`src/rtl/array_18_rw_ctrl.sv`:
```
// array_18_rw_ctrl
// Single-port access controller in front of the array_18_ext SRAM macro.
// Write and read request channels share the one RW port: writes normally
// win, but a read that has lost STARVE_MAX arbitrations in a row is forced
// through. Read data coming back from the macro one cycle after the grant
// is captured in a small in-order response buffer, so a stalled consumer
// never loses data. Reads are only granted when a buffer slot is guaranteed.

module array_18_rw_ctrl #(
    parameter int ADDR_W     = 11,
    parameter int DATA_W     = 170,
    parameter int LANES      = 10,
    parameter int STARVE_MAX = 4,
    parameter int RESP_DEPTH = 3
) (
    input  logic              clock,
    input  logic              reset,

    input  logic              wreq_valid,
    output logic              wreq_ready,
    input  logic [ADDR_W-1:0] wreq_addr,
    input  logic [LANES-1:0]  wreq_mask,
    input  logic [DATA_W-1:0] wreq_data,

    input  logic              rreq_valid,
    output logic              rreq_ready,
    input  logic [ADDR_W-1:0] rreq_addr,

    output logic              rresp_valid,
    input  logic              rresp_ready,
    output logic [DATA_W-1:0] rresp_data,

    output logic              sram_en,
    output logic              sram_wmode,
    output logic [ADDR_W-1:0] sram_addr,
    output logic [LANES-1:0]  sram_wmask,
    output logic [DATA_W-1:0] sram_wdata,
    input  logic [DATA_W-1:0] sram_rdata
);

    localparam int PTR_W = (RESP_DEPTH > 1) ? $clog2(RESP_DEPTH) : 1;
    localparam int OCC_W = $clog2(RESP_DEPTH + 1);
    localparam int SUM_W = OCC_W + 1;
    localparam int STV_W = $clog2(STARVE_MAX + 1);

    localparam logic [SUM_W-1:0] DEPTH_V  = SUM_W'(RESP_DEPTH);
    localparam logic [STV_W-1:0] STARVE_V = STV_W'(STARVE_MAX);
    localparam logic [PTR_W-1:0] LAST_PTR = PTR_W'(RESP_DEPTH - 1);

    logic [OCC_W-1:0]  occ;
    logic [PTR_W-1:0]  head;
    logic [PTR_W-1:0]  tail;
    logic              inflight;
    logic [STV_W-1:0]  starve_cnt;
    logic [DATA_W-1:0] resp_mem [RESP_DEPTH];

    logic [SUM_W-1:0]  occ_sum;
    logic              rd_ok;
    logic              write_first;
    logic              read_win;
    logic              write_win;
    logic              push;
    logic              pop;

    // A read may only be granted if its response has a reserved buffer slot,
    // counting the read already on its way back from the macro.
    assign occ_sum     = {1'b0, occ} + SUM_W'(inflight);
    assign rd_ok       = rreq_valid && (occ_sum < DEPTH_V);
    assign write_first = wreq_valid && (starve_cnt < STARVE_V);
    assign read_win    = !write_first && rd_ok;
    assign write_win   = wreq_valid && !read_win;

    assign wreq_ready  = write_win;
    assign rreq_ready  = read_win;

    assign push        = inflight;
    assign pop         = rresp_valid && rresp_ready;

    assign rresp_valid = (occ != '0);
    assign rresp_data  = rresp_valid ? resp_mem[head] : '0;

    // Drive the macro port from the arbitration winner; a zero-mask write is
    // accepted but leaves the macro idle.
    always_comb begin
        sram_en    = 1'b0;
        sram_wmode = 1'b0;
        sram_addr  = '0;
        sram_wmask = '0;
        sram_wdata = '0;
        if (write_win && (wreq_mask != '0)) begin
            sram_en    = 1'b1;
            sram_wmode = 1'b1;
            sram_addr  = wreq_addr;
            sram_wmask = wreq_mask;
            sram_wdata = wreq_data;
        end else if (read_win) begin
            sram_en    = 1'b1;
            sram_addr  = rreq_addr;
        end
    end

    // Count consecutive arbitrations an eligible read has lost to a write.
    always_ff @(posedge clock or posedge reset) begin
        if (reset) begin
            starve_cnt <= '0;
        end else if (read_win || !rd_ok) begin
            starve_cnt <= '0;
        end else if (write_win && (starve_cnt != STARVE_V)) begin
            starve_cnt <= starve_cnt + STV_W'(1);
        end
    end

    // Remember that the macro will present read data during the next cycle.
    always_ff @(posedge clock or posedge reset) begin
        if (reset) begin
            inflight <= 1'b0;
        end else begin
            inflight <= read_win;
        end
    end

    // Response buffer bookkeeping: pointers and occupancy.
    always_ff @(posedge clock or posedge reset) begin
        if (reset) begin
            head <= '0;
            tail <= '0;
            occ  <= '0;
        end else begin
            if (push) begin
                tail <= (tail == LAST_PTR) ? '0 : tail + PTR_W'(1);
            end
            if (pop) begin
                head <= (head == LAST_PTR) ? '0 : head + PTR_W'(1);
            end
            if (push && !pop) begin
                occ <= occ + OCC_W'(1);
            end else if (!push && pop) begin
                occ <= occ - OCC_W'(1);
            end
        end
    end

    // Capture returning read data; storage needs no reset because the
    // output is gated by occupancy.
    always_ff @(posedge clock) begin
        if (push) begin
            resp_mem[tail] <= sram_rdata;
        end
    end

endmodule

```
`config.mk`:
```
export PLATFORM = sky130hd
export DESIGN_NAME = array_18_rw_ctrl
export DESIGN_NICKNAME = d
export VERILOG_FILES = /design/src/rtl/array_18_rw_ctrl.sv
export SDC_FILE = /design/constraint.sdc
export NUM_CORES = 1
export LEC_CHECK = 0
export ABC_CLOCK_PERIOD_IN_PS = 23100
export BUFFER_PORTS_ARGS = -buffer_cell sky130_fd_sc_hd__buf_2
export CORE_AREA = 2 2 289 291
export DETAILED_ROUTE_END_ITERATION = 10
export DIE_AREA = 0 0 291 293
export PLACE_DENSITY = 0.51
export SYNTH_ARGS = -nofsm -noshare
export SYNTH_HDL_FRONTEND = slang
export SYNTH_SLANG_ARGS = --single-unit
```
`constraint.sdc`:
```
create_clock -name clock -period 23.1 [get_ports clock]
set_input_delay 2.31 -clock clock [delete_from_list [all_inputs] [get_ports clock]]
set_output_delay 2.31 -clock clock [all_outputs]
set_load 0.01 [all_outputs]
```
* Word level (Yosys, flattened, before mapping)
Memory sizes are Yosys's and may differ from the RTL's.
Index checks and enable logic that the tools add are counted.
** Operators by class
- $add $sub $neg :: 6
- Magnitude comparators :: 2
- Equal/unequal tests :: 3
- Mux-type cells :: 16
- Reduce and logical (&&, ||, !) cells :: 19
** Operators by type and width (count)
- two-way mux 170 bit :: 2
- two-way mux 11 bit :: 2
- two-way mux 10 bit :: 1
- nonzero test 10 bit :: 1
- logical AND 1 bit :: 9
- two-way mux 2 bit :: 4
- adder 2 x 1 -> 2 bit (second input constant) :: 3
- two-way mux 3 bit :: 2
- nonzero test 2 bit :: 3
- zero test 1 bit :: 5
- two-way mux 1 bit :: 5
- equality test 2 bit (second input constant) :: 2
- adder 2 x 1 -> 3 bit :: 1
- adder 3 x 1 -> 3 bit (second input constant) :: 1
- less-than comparator 3 x 2 -> 1 bit (second input constant) :: 1
- less-than comparator 3 bit (second input constant) :: 1
- != test 3 bit (second input constant) :: 1
- subtractor 2 x 1 -> 2 bit (second input constant) :: 1
- logical OR 1 bit :: 1
** Storage, ports and cells
- Flip-flop bits (word level) :: 10
- Memory bits (writable) :: 510
- Output and inout bits :: 366
- Logic and storage cells :: 52
- Memories :: 1
** Memory list
- resp_mem :: words 3, width 170, rd ports 1, clocked after Yosys merged registers in 0, write ports 1, RTL line 55 : logic [DATA_W-1:0] resp_mem [RESP_DEPTH];

* Depth between registers and ports, before layout
Gate-level depths: netlist of run 1.
- Depth in word-level cells :: 9
- Mapped depth :: 7
- Gate-level depth less buffers :: 5

* Worst setup path after synthesis of run 1
OpenSTA, ideal clock, no wires.
- Kind :: register to register
- Start :: register tail[1]
- End :: memory resp_mem[0][0], enable pin
- Setup time :: 0.703 ns
- Data arrival time :: 7.604 ns
- Required time :: 22.397 ns
- Path slack :: 14.793 ns
- Stages on the path, launching flop included :: 3
- Buffers on the path :: 0
- Path through :: dfrtp_1 -> nand2b_1 -> nor2_1
** RTL lines
- start, declared :: RTL line 52 : logic [PTR_W-1:0] tail;
- start signal, assigned :: RTL line 130 : tail <= (tail == LAST_PTR) ? '0 : tail + PTR_W'(1);
- end, declared :: RTL line 55
No word-level cell before the write port.

* Final worst setup path of run 1
- Start :: input rreq_valid
- End :: output sram_wdata[57]
** On the way
- Cells in the longest elaborated chain, start to end :: 6
** RTL lines
- start, declared :: RTL line 25 : input logic rreq_valid,
- logical AND 1 bit :: RTL line 68 : assign rd_ok = rreq_valid && (occ_sum < DEPTH_V);
- logical AND 1 bit :: RTL line 70 : assign read_win = !write_first && rd_ok;
- zero test 1 bit :: RTL line 71 : assign write_win = wreq_valid && !read_win;
- logical AND 1 bit :: RTL line 71
- logical AND 1 bit :: RTL line 90 : if (write_win && (wreq_mask != '0)) begin
- two-way mux 170 bit :: RTL line 90
- end, declared :: RTL line 37 : output logic [DATA_W-1:0] sram_wdata,
Every way passes these cells.

==> results of run 1 <==
==> cell usage in the layout, fill, tap and decap left out <==
cell,synthesis,layout
clkinv_1,0,15
nor4_4,1,1
edfxtp_1,510,510
nor2_4,0,3
inv_16,0,1
or4_1,2,2
dfrtp_4,0,2
nor3_1,1,1
nand2b_1,2,2
mux2_2,170,170
xnor2_1,1,1
clkbuf_1,60,13
clkinv_2,0,12
and3_4,0,1
nand2_1,12,12
buf_2,18,742
and3_1,2,1
clkbuf_16,0,57
o21ai_1,1,1
o31ai_1,11,11
diode_2,0,40
xor2_1,2,2
nor2b_1,1,1
nor3b_1,173,173
and2_1,3,3
and4b_1,1,1
a21o_1,4,4
ha_1,5,5
a31o_4,0,1
nand4_1,11,11
inv_1,16,16
dfrtp_1,10,8
buf_4,2,22
mux2i_1,170,170
o21bai_1,1,1
nor2_1,183,180
==> routing by layer <==
layer | wire, µm | up-vias | GRT usage, %
met2 | 45680 | 716 | 36.49
met1 | 33120 | 7670 | 22.61
met4 | 5537 | 40 | 9.617
met5 | 249 | - | 0
li1 | - | 6725 | -
met3 | 7363 | 251 | 6.399
==> where the power goes <==
group | internal [µW] | switching (µW) | total, µW
clock network | 448 | 354 | 802
registers | 1160 | 50.2 | 1210
logic | 464 | 708 | 1170
total | 2070 | 1110 | 3180
==> logic make-up after synthesis <==
logic type,Yosys count
simple gates,392
buf+inv,117
fa+ha+maj,5
flops,520
compound gates,18
mux,340
xor+xnor,3
==> worst max path at each step <==
stage	start	end	slack (ps)	depth (start not counted)
finish	rreq_valid	sram_wdata[57]	15190	7
detailed placement	rreq_valid	sram_wdata[57]	15310	7
global route	rreq_valid	sram_wdata[57]	15020	7
floorplan	tail[1]$_DFFE_PP0P_	resp_mem[0][0]$_DFFE_PP_	14790	2
CTS	rreq_valid	sram_wdata[57]	15310	7
global placement	rreq_valid	sram_wdata[62]	15460	7
==> flip-flops by register name (all words and copies together) (netlist names) <==
name and count:
resp_mem 510, starve_cnt 3, head 2, occ 2, tail 2, inflight 1
==> through the flow <==
step	setup WS (ps)	area, µm²	std cells
floorplan	14790	22070	1395
global placement	15460	26930	3128
detailed placement	15310	26930	3128
CTS	15310	28540	3226
global route	15020	28590	3248
finish	15190	28640	3266
==> cell type report <==
cell class / count / share of cell area (%)
repair buffers: 764 / 13.54
clock buffers: 70 / 5.151
multi-input cells: 758 / 21.22
flip-flops and latches: 520 / 54.38
inverters: 16 / 0.2097
well taps: 1070 / 4.675
clock inverters: 28 / 0.4762
diodes: 40 / 0.3495
==> flow_summary.rst, run 1 <==
.. list-table::
   :header-rows: 1

   * - Metric
     - Value
   * - Post-route DRC violation count
     - 0
   * - Worst min-delay path class
     - reg -> reg
   * - Ratio of total power to cell area
     - 111.2 nW/µm²
   * - Insertion delay to the later sink of the worst-skew pair
     - 600 ps
   * - Fin util
     - 34.99%
   * - Top post-synthesis cells by area
     - edfxtp_1, mux2_2, mux2i_1
   * - Fraction of the mapped netlist area in compound gates
     - 0.6065%
   * - Fraction of layout cells with a size suffix above 1
     - 46.94%
   * - Power after layout
     - 3185 µW
   * - Mux cell area share after synthesis
     - 16.38%
   * - Transition time at the pin with the least slew margin
     - 1053 ps
   * - CTS H-tree lvls
     - 2
   * - TritonCTS clock tree
     - built
   * - Post-synthesis average cell area
     - 15.82 µm²
   * - Clock period minus final worst setup slack
     - 7908 ps
   * - Maximum achievable frequency
     - 126.5 MHz
   * - Total of max-cap violations
     - 0
   * - Width of the die
     - 291 µm
   * - Number of input and output port buffers inserted
     - 742
   * - Combinational family with the most area after synthesis
     - multiplexers
   * - Maximum number of pins on one net before global-route repair
     - 102
   * - FF-to-FF setup slack
     - 20230 ps
   * - Filler cell count
     - 8128
   * - Cell family with the largest share of critical-path delay
     - buffers and inverters
   * - Run status
     - finished with violations
   * - Overflow after GRT
     - 0
   * - Most instantiated library cell after synthesis
     - edfxtp_1
   * - 1st-iter DRT viols
     - 912
   * - Global router's overall resource usage
     - 20.64%
   * - Peak ir drop on the vdd network
     - 0.06992 mV
   * - Routability Congestion
     - 0.9884
   * - Worst setup SP type
     - input port
   * - Syn Std Cell Area
     - 22070 µm²
   * - Final Net Count
     - 2498
   * - Iteration count of the initial detailed-routing pass
     - 5
   * - Final setup violation count
     - 0
   * - Final Skew
     - 12.44 ps
   * - Number of hold-slack violations in the final timing report
     - 0
   * - Post-Synth Simple-Gate Area
     - 9.971%
   * - Leakage power
     - 0.01104 µW
   * - Library cells used by synthesis
     - 29
   * - Longest Clk Path Bufs
     - 3
   * - Total via count after detailed routing
     - 15400
   * - Fraction of synthesized cell area in xor and xnor cells
     - 0.1190%
   * - Biggest fanout along the worst timing path
     - 87
   * - Effective utilization at floorplan
     - 26.97%
   * - Die footprint
     - 85260 µm²
   * - Wire length of the first global-routing pass
     - 123400 µm
   * - Post-CTS Setup Inserts
     - 0
   * - Cell-by-cell listing of the critical path
     - buf_2, nor2b_1, a31o_4, buf_4, buf_4, nor3b_1, buf_2
   * - Sequential cell area
     - 15570 µm²
   * - Net count after synthesis
     - 1777
   * - Violations in the final reports
     - antenna violations
   * - Area taken by multi-input logic gates
     - 6076 µm²
   * - Via density per instance
     - 4.716
   * - Crit path max-delay cell type
     - buf_4
   * - Capture endpoint of the worst hold path
     - tail[1]$_DFFE_PP0P_
   * - CTS root buffer
     - clkbuf_16
   * - Arrival @ worst endpoint
     - 5600 ps
   * - Worst Setup Path Type
     - in -> out
   * - Antenna violations before repair
     - 106
   * - HPWL reported at the end of detailed placement
     - 69160 µm
   * - Count of synthesis-stage warnings from yosys
     - 0
   * - Total CTS buffers
     - 56
   * - Number of enable flip-flop cells after synthesis
     - 510
   * - Post-route fraction of the period consumed by the critical path
     - 34.23%
   * - Depth of the worst hold-timing path
     - 1
   * - Total Negative Setup Slacks
     - 0 ps
   * - Setup repair after global routing missed its margin
     - false
   * - Number of clock sinks seen by CTS
     - 520
   * - Buffers plus inverters on the worst setup path
     - 4
   * - Reg-to-reg endpoint
     - resp_mem[0][168]$_DFFE_PP_
   * - Register bit count reported by yosys
     - 520
   * - Logic depth of the worst register-to-register path
     - 4
   * - Core area
     - 81850 µm²
   * - DRT Wirelength
     - 91950 µm
   * - Fraction of post-synthesis cell area in the top cell type by area
     - 69.38%
   * - Leading post-synthesis cells by instance count
     - edfxtp_1, nor2_1, nor3b_1, mux2_2, mux2i_1
   * - Die Height
     - 293 µm
   * - Register clock-pin slew on the reported worst setup and hold paths
     - 60 ps
   * - Hold-fix buffer count after cts
     - 0
   * - Number of max-slew violations in the final report
     - 0
   * - Routed length per placed instance
     - 28.15 µm
   * - Number of global-route vias before repair
     - 15350
   * - Launch instance of the worst min-delay path
     - tail[1]$_DFFE_PP0P_
   * - Hold Slack
     - 522.6 ps
   * - Critical Path RT
     - 20790 ps
   * - Share of synthesized flip-flops with an asynchronous set or reset
     - 1.923%
   * - RR Startpoint
     - inflight$_DFF_PP0_
   * - Cell type with the largest total area after synthesis
     - edfxtp_1
   * - Endpoint type of the worst setup path
     - primary output
   * - Post-synthesis share of cell area spent on full adders, half adders and majority gates
     - 0.2834%
   * - Post_cts resized
     - 0
   * - Number of nets with antenna violations after detailed routing
     - 1
   * - Delay of the slowest cell on the worst path
     - 830 ps
   * - Worst slew margin relative to its limit
     - 29.82%
   * - Layout overhead on the synthesized area
     - 29.74%
   * - Cell count after synthesis
     - 1395
   * - Cell Rows
     - 105
   * - I/O Pins
     - 743
   * - Ys flop type
     - edfxtp_1
   * - Sequential area share after synthesis
     - 70.51%
(Power assumes the default switching activity.)
==> inputs of run 2 (changes only) <==
--- a/config.mk
+++ b/config.mk
@@ -5,11 +5,11 @@
 export SDC_FILE = /design/constraint.sdc
 export NUM_CORES = 1
 export LEC_CHECK = 0
-export ABC_CLOCK_PERIOD_IN_PS = 23100
+export ABC_CLOCK_PERIOD_IN_PS = 8000
 export BUFFER_PORTS_ARGS = -buffer_cell sky130_fd_sc_hd__buf_2
-export CORE_AREA = 2 2 289 291
+export CORE_AREA = 2 2 291 293
 export DETAILED_ROUTE_END_ITERATION = 10
-export DIE_AREA = 0 0 291 293
+export DIE_AREA = 0 0 293 295
 export PLACE_DENSITY = 0.51
 export SYNTH_ARGS = -nofsm -noshare
 export SYNTH_HDL_FRONTEND = slang
==> constraint.sdc (replaced) <==
create_clock -name clock -period 8 [get_ports clock]
set_input_delay 0.8 -clock clock [delete_from_list [all_inputs] [get_ports clock]]
set_output_delay 0.8 -clock clock [all_outputs]
set_load 0.01 [all_outputs]
==> flow_summary.rst, run 2 (synthesized netlist as in run 1, its figures left out) <==
.. list-table::
   :header-rows: 1

   * - Metric
     - Value
   * - Total of max-cap violations
     - 0
   * - Most used cell, CP
     - ha_1
   * - Via density per instance
     - 4.696
   * - Biggest registers after layout
     - resp_mem (510), starve_cnt (3)
   * - Clock period minus final worst setup slack
     - 4963 ps
   * - Internal Power
     - 6260 µW
   * - Insertion delay to the later sink of the worst-skew pair
     - 630 ps
   * - Post-CTS Setup Inserts
     - 0
   * - Hold-fix buffer count after cts
     - 0
   * - Proportion of total power due to net switching
     - 34.39%
   * - Routability Congestion
     - 0.9524
   * - Most frequent cells in the layout
     - buf_2, edfxtp_1, nor2_1, nor3b_1
   * - Register clock-pin slew on the reported worst setup and hold paths
     - 60 ps
   * - Arrival @ worst endpoint
     - 4160 ps
   * - Die Height
     - 295 µm
   * - Transition time at the pin with the least slew margin
     - 1220 ps
   * - Number of input and output port buffers inserted
     - 742
   * - Worst min-delay path class
     - in -> async
   * - Cell Rows
     - 106
   * - Overflow after GRT
     - 0
   * - Wire length of the first global-routing pass
     - 123700 µm
   * - CTS H-tree lvls
     - 2
   * - Endpoint type of the worst setup path
     - primary output
   * - Final setup violation count
     - 0
   * - Peak ir drop on the vdd network
     - 0.3566 mV
   * - Delay of the slowest cell on the worst path
     - 1090 ps
   * - Number of max-slew violations in the final report
     - 0
   * - Number of nets with antenna violations after detailed routing
     - 0
   * - Run status
     - complete, no violations
   * - Largest register by flop count
     - resp_mem
   * - HPWL reported at the end of detailed placement
     - 69520 µm
   * - Buffers plus inverters on the worst setup path
     - 2
   * - Ratio of total power to cell area
     - 328.7 nW/µm²
   * - Flip-flop count of the largest register, all copies and words added
     - 510
   * - Die footprint
     - 86440 µm²
   * - Post-route fraction of the period consumed by the critical path
     - 62.04%
   * - Number of clock sinks seen by CTS
     - 520
   * - Crit path max-delay cell type
     - nor3b_1
   * - Post-route DRC violation count
     - 0
   * - Number of hold-slack violations in the final timing report
     - 0
   * - Iteration count of the initial detailed-routing pass
     - 5
   * - Antenna violations before repair
     - 96
   * - Cell family with the largest share of critical-path delay
     - simple AND/OR/NAND/NOR gates
   * - Layout overhead on the synthesized area
     - 31.50%
   * - Final Net Count
     - 2495
   * - I/O Pins
     - 743
   * - Worst Setup Path Type
     - reg -> out
   * - Core area
     - 83160 µm²
   * - Total CTS buffers
     - 58
   * - CTS root buffer
     - clkbuf_16
   * - Maximum number of pins on one net before global-route repair
     - 186
   * - DRT Wirelength
     - 93130 µm
   * - Fraction of layout cells with a size suffix above 1
     - 47.15%
   * - Post_cts resized
     - 0
   * - Sequential power share
     - 37.1%
   * - Width of the die
     - 293 µm
   * - Total via count after detailed routing
     - 15510
   * - TritonCTS clock tree
     - built
   * - Routed length per placed instance
     - 28.21 µm
   * - Critical Path RT
     - 7200 ps
   * - Longest Clk Path Bufs
     - 3
   * - Worst setup SP type
     - register
   * - Total net switching power
     - 3282 µW
   * - Biggest fanout along the worst timing path
     - 92
   * - Total Negative Setup Slacks
     - 0 ps
   * - Setup repair after global routing missed its margin
     - false
   * - Filler cell count
     - 8319
   * - Cell-by-cell listing of the critical path
     - ha_1, ha_1, nand2_1, a31o_4, buf_4, nor3b_1, buf_2
   * - 1st-iter DRT viols
     - 791
   * - Worst slew margin relative to its limit
     - 18.50%
   * - Maximum achievable frequency
     - 201.5 MHz
   * - Global router's overall resource usage
     - 20.58%
   * - Most common cell after layout, fill and taps aside
     - buf_2
   * - Number of global-route vias before repair
     - 15500
   * - Comb power frac
     - 35.0%
   * - Leakage power
     - 0.01115 µW
   * - Final Skew
     - 21.10 ps
   * - Clk network pwr share
     - 27.9%
   * - Hold Slack
     - 177.5 ps
   * - Effective utilization at floorplan
     - 26.54%
-- run 2: cell types whose count changed in the layout (fill, tap and decap cells not counted), sizes merged --
cell / previous run / this run
inv: 17 / 20
clkinvlp: 0 / 3
clkinv: 27 / 25
clkbuf: 70 / 67
bufinv: 0 / 7
buf: 764 / 759
diode: 40 / 63
-- run 2: final cells by class --
cell class,count,area (µm²),share of cell area (%)
repair buffers,759,3891,13.41
flip-flops and latches,520,15570,53.65
clock buffers,67,1485,5.116
well taps,1080,1351,4.655
diodes,63,157.7,0.5431
multi-input cells,758,6076,20.93
inverters,16,60.06,0.2069
clock inverters,39,434.2,1.496
-- run 2: worst reg2reg max path, stage by stage, from the launching register on --
cell	delay, ps
dfrtp_1	420
inv_1	130
and3_4	650
buf_4	600
buf_4	740
-- run 2: per-layer routing --
metal,up-vias,share of wire [%],GRT usage (%)
met2,689,51,36.54
met1,7795,34,21.01
met3,241,6.5,5.240
met4,22,7.8,15.07
li1,6758,-,-
met5,-,0.15,0
-- run 2: metrics by stage --
step	total power [µW]	setup WS, ps	instance area [µm²]	utilization (%)	cells
global route	10020	2962	28980	34.85	3282
CTS	9715	3077	28870	34.72	3239
floorplan	5585	-307.3	22070	-	1395
detailed placement	7010	3753	26950	32.41	3133
finish	9542	3037	29030	34.91	3302
global placement	6995	3786	26950	32.41	3133
-- run 2: power groups by stage --
| stage | registers, µW | logic [µW] | clock network, µW |
|---|---|---|---|
| 4_1_cts | 3550 | 3420 | 2740 |
| 5_1_grt | 3580 | 3600 | 2840 |
| 2_1_floorplan | 3530 | 2050 | 0 |
| 3_5_place_dp | 3610 | 3400 | 0 |
| 6_report | 3540 | 3340 | 2670 |
| 3_3_place_gp | 3590 | 3400 | 0 |
-- run 2: final timing paths --
kind                                     startpoint                         end  slack, ps  depth (start not counted)
worst max-delay path             occ[0]$_DFFE_PP0P_               sram_wmask[7]       3040                          7
worst min-delay path                          reset          inflight$_DFF_PP0_        180                          2
min in group clock                  sram_rdata[127]  resp_mem[0][127]$_DFFE_PP_        370                          1
worst min register to register  tail[1]$_DFFE_PP0P_         tail[1]$_DFFE_PP0P_        520                          1
max in group asynchronous                     reset         head[1]$_DFFE_PP0P_       7490                          2
worst max register to register  tail[0]$_DFFE_PP0P_  resp_mem[2][124]$_DFFE_PP_       5050                          4
==> inputs of run 3 (changes only) <==
==> config.mk (replaced) <==
export PLATFORM = sky130hd
export DESIGN_NAME = array_18_rw_ctrl
export DESIGN_NICKNAME = d
export VERILOG_FILES = /design/src/rtl/array_18_rw_ctrl.sv
export SDC_FILE = /design/constraint.sdc
export NUM_CORES = 1
export LEC_CHECK = 0
export ABC_CLOCK_PERIOD_IN_PS = 4500
export BUFFER_PORTS_ARGS = -buffer_cell sky130_fd_sc_hd__buf_2
export CORE_AREA = 2 2 289 291
export DETAILED_ROUTE_END_ITERATION = 10
export DIE_AREA = 0 0 291 293
export PLACE_DENSITY = 0.53
export SYNTH_ARGS = -nofsm -noshare
export SYNTH_HDL_FRONTEND = slang
export SYNTH_SLANG_ARGS = --single-unit
==> constraint.sdc (replaced) <==
create_clock -name clock -period 4.5 [get_ports clock]
set_input_delay 0.45 -clock clock [delete_from_list [all_inputs] [get_ports clock]]
set_output_delay 0.45 -clock clock [all_outputs]
set_load 0.01 [all_outputs]
==> flow_summary.rst, run 3 (synthesized netlist as in run 1, its figures left out) <==
.. list-table::
   :header-rows: 1

   * - Metric
     - Value
   * - Transition time at the pin with the least slew margin
     - 975.5 ps
   * - Total Negative Setup Slacks
     - 0 ps
   * - Area taken by multi-input logic gates
     - 6076 µm²
   * - Width of the die
     - 291 µm
   * - Hold-fix buffer count after cts
     - 66
   * - Insertion delay to the later sink of the worst-skew pair
     - 600 ps
   * - Routed length per placed instance
     - 27.36 µm
   * - Core area
     - 81850 µm²
   * - Maximum achievable frequency
     - 259.3 MHz
   * - Most frequent cells in the layout
     - buf_2, edfxtp_1, nor2_1, nor3b_1
   * - Effective utilization at floorplan
     - 26.97%
   * - Worst slew margin relative to its limit
     - 34.97%
   * - Overflow after GRT
     - 0
   * - TritonCTS clock tree
     - built
   * - Die Height
     - 293 µm
   * - Total via count after detailed routing
     - 15700
   * - Post-route DRC violation count
     - 0
   * - Longest Clk Path Bufs
     - 3
   * - Total of max-cap violations
     - 0
   * - Peak ir drop on the vdd network
     - 0.3490 mV
   * - Register clock-pin slew on the reported worst setup and hold paths
     - 60 ps
   * - Ratio of total power to cell area
     - 564.5 nW/µm²
   * - Leakage power
     - 0.01144 µW
   * - Number of global-route vias before repair
     - 16070
   * - Number of max-slew violations in the final report
     - 0
   * - Number of input and output port buffers inserted
     - 742
   * - Run status
     - complete, no violations
   * - Final Skew
     - 11.55 ps
   * - DRT Wirelength
     - 92760 µm
   * - Biggest fanout along the worst timing path
     - 78
   * - Clk network pwr share
     - 26.1%
   * - Number of hold-slack violations in the final timing report
     - 0
   * - Wire length of the first global-routing pass
     - 125300 µm
   * - HPWL reported at the end of detailed placement
     - 70870 µm
   * - Via density per instance
     - 4.632
   * - CTS H-tree lvls
     - 2
   * - I/O Pins
     - 743
   * - Iteration count of the initial detailed-routing pass
     - 5
   * - Most common cell after layout, fill and taps aside
     - buf_2
   * - CTS root buffer
     - clkbuf_16
   * - Layout overhead on the synthesized area
     - 34.94%
   * - Post-CTS Setup Inserts
     - 0
   * - Final Net Count
     - 2573
   * - Comb power frac
     - 36.6%
   * - Global router's overall resource usage
     - 20.94%
   * - Critical Path RT
     - 4050 ps
   * - Arrival @ worst endpoint
     - 3410 ps
   * - Endpoint type of the worst setup path
     - primary output
   * - Maximum number of pins on one net before global-route repair
     - 112
   * - 1st-iter DRT viols
     - 876
   * - Clock period minus final worst setup slack
     - 3856 ps
   * - Largest register by flop count
     - resp_mem
   * - Worst min-delay path class
     - in -> reg
   * - Internal Power
     - 11000 µW
   * - Number of clock sinks seen by CTS
     - 520
   * - Antenna violations before repair
     - 101
   * - Cell Rows
     - 105
   * - Worst setup SP type
     - register
   * - Proportion of total power due to net switching
     - 34.57%
   * - Post-route fraction of the period consumed by the critical path
     - 85.69%
   * - Routability Congestion
     - 0.9749
   * - Post-placement setup slack
     - 1296 ps
   * - Biggest registers after layout
     - resp_mem (510), starve_cnt (3)
   * - Die footprint
     - 85260 µm²
   * - Number of nets with antenna violations after detailed routing
     - 0
   * - Filler cell count
     - 8110
   * - Post_cts resized
     - 0
   * - Sequential cell area
     - 15570 µm²
   * - PnR worst setup slack
     - 643.9 ps
   * - Worst Setup Path Type
     - reg -> out
   * - Fraction of layout cells with a size suffix above 1
     - 45.93%
   * - Total CTS buffers
     - 57
   * - Flip-flop count of the largest register, all copies and words added
     - 510
   * - Sequential power share
     - 37.3%
   * - Setup repair after global routing missed its margin
     - false
   * - Total net switching power
     - 5813 µW
   * - Final setup violation count
     - 0
-- run 3: cell types whose count changed in the layout (fill, tap and decap cells not counted), moves of 4 or more --
| cell | before | now |
|---|---|---|
| dlygate4sd3_1 | 0 | 66 |
| diode_2 | 63 | 86 |
| buf_12 | 4 | 15 |
| clkbuf_1 | 9 | 17 |
| clkinv_1 | 16 | 9 |
| bufinv_16 | 7 | 3 |
-- run 3: through the flow --
step / util (%) / std cells / area, µm² / total power, µW / hold slack, ps
floorplan: - / 1395 / 22080 / 9858 / 290.2
global placement: 33.20 / 3136 / 27170 / 12560 / 480.2
detailed placement: 33.20 / 3136 / 27170 / 12610 / 495.9
CTS: 36.13 / 3304 / 29570 / 17110 / 0.09487
global route: 36.31 / 3363 / 29720 / 17640 / 18.58
finish: 36.39 / 3390 / 29790 / 16810 / 47.75
-- run 3: power by group through the flow --
stage | registers, µW | logic [µW] | clock network, µW
floorplan | 6210 | 3650 | 0
global placement | 6360 | 6200 | 0
detailed placement | 6390 | 6220 | 0
CTS | 6290 | 6300 | 4520
global route | 6330 | 6640 | 4670
finish | 6270 | 6160 | 4380
-- run 3: metal layers --
metal / track usage [%] / up-vias / part of all wire (%)
li1: - / 6937 / -
met5: 0 / - / 0.099
met4: 13.77 / 14 / 8.0
met1: 22.73 / 7818 / 36
met3: 5.514 / 229 / 7.0
met2: 36.18 / 704 / 49
-- run 3: final cells by class --
cell class                      count  share of cell area [%]
Antenna cell                       86                  0.7225
Clock buffer                       74                   5.003
Clock inverter                     28                  0.8317
Inverter                           16                  0.2016
Multi-Input combinational cell    758                   20.40
Sequential cell                   520                   52.28
Tap cell                         1070                   4.494
Timing Repair Buffer              838                   16.07
-- run 3: path summary, 6_finish.rpt --
check                                     from  slack, ps                        end  cells after the start
max                         occ[0]$_DFFE_PP0P_        640             sram_wdata[70]                      7
min                             sram_rdata[12]         50  resp_mem[1][12]$_DFFE_PP_                      1
max reg2reg                 occ[0]$_DFFE_PP0P_       2220         inflight$_DFF_PP0_                      4
min reg2reg                tail[1]$_DFFE_PP0P_        510        tail[1]$_DFFE_PP0P_                      1
max in group asynchronous                reset       3690        head[0]$_DFFE_PP0P_                      3
min in group asynchronous                reset        450        head[1]$_DFFE_PP0P_                      3
-- run 3: worst max-delay path, stage by stage (launching register included) --
cell and delay, ps:
dfrtp_1 470, ha_1 240, ha_1 170, nor2b_1 670, a31o_4 510, buf_12 340
nor3b_1 140, buf_2 180
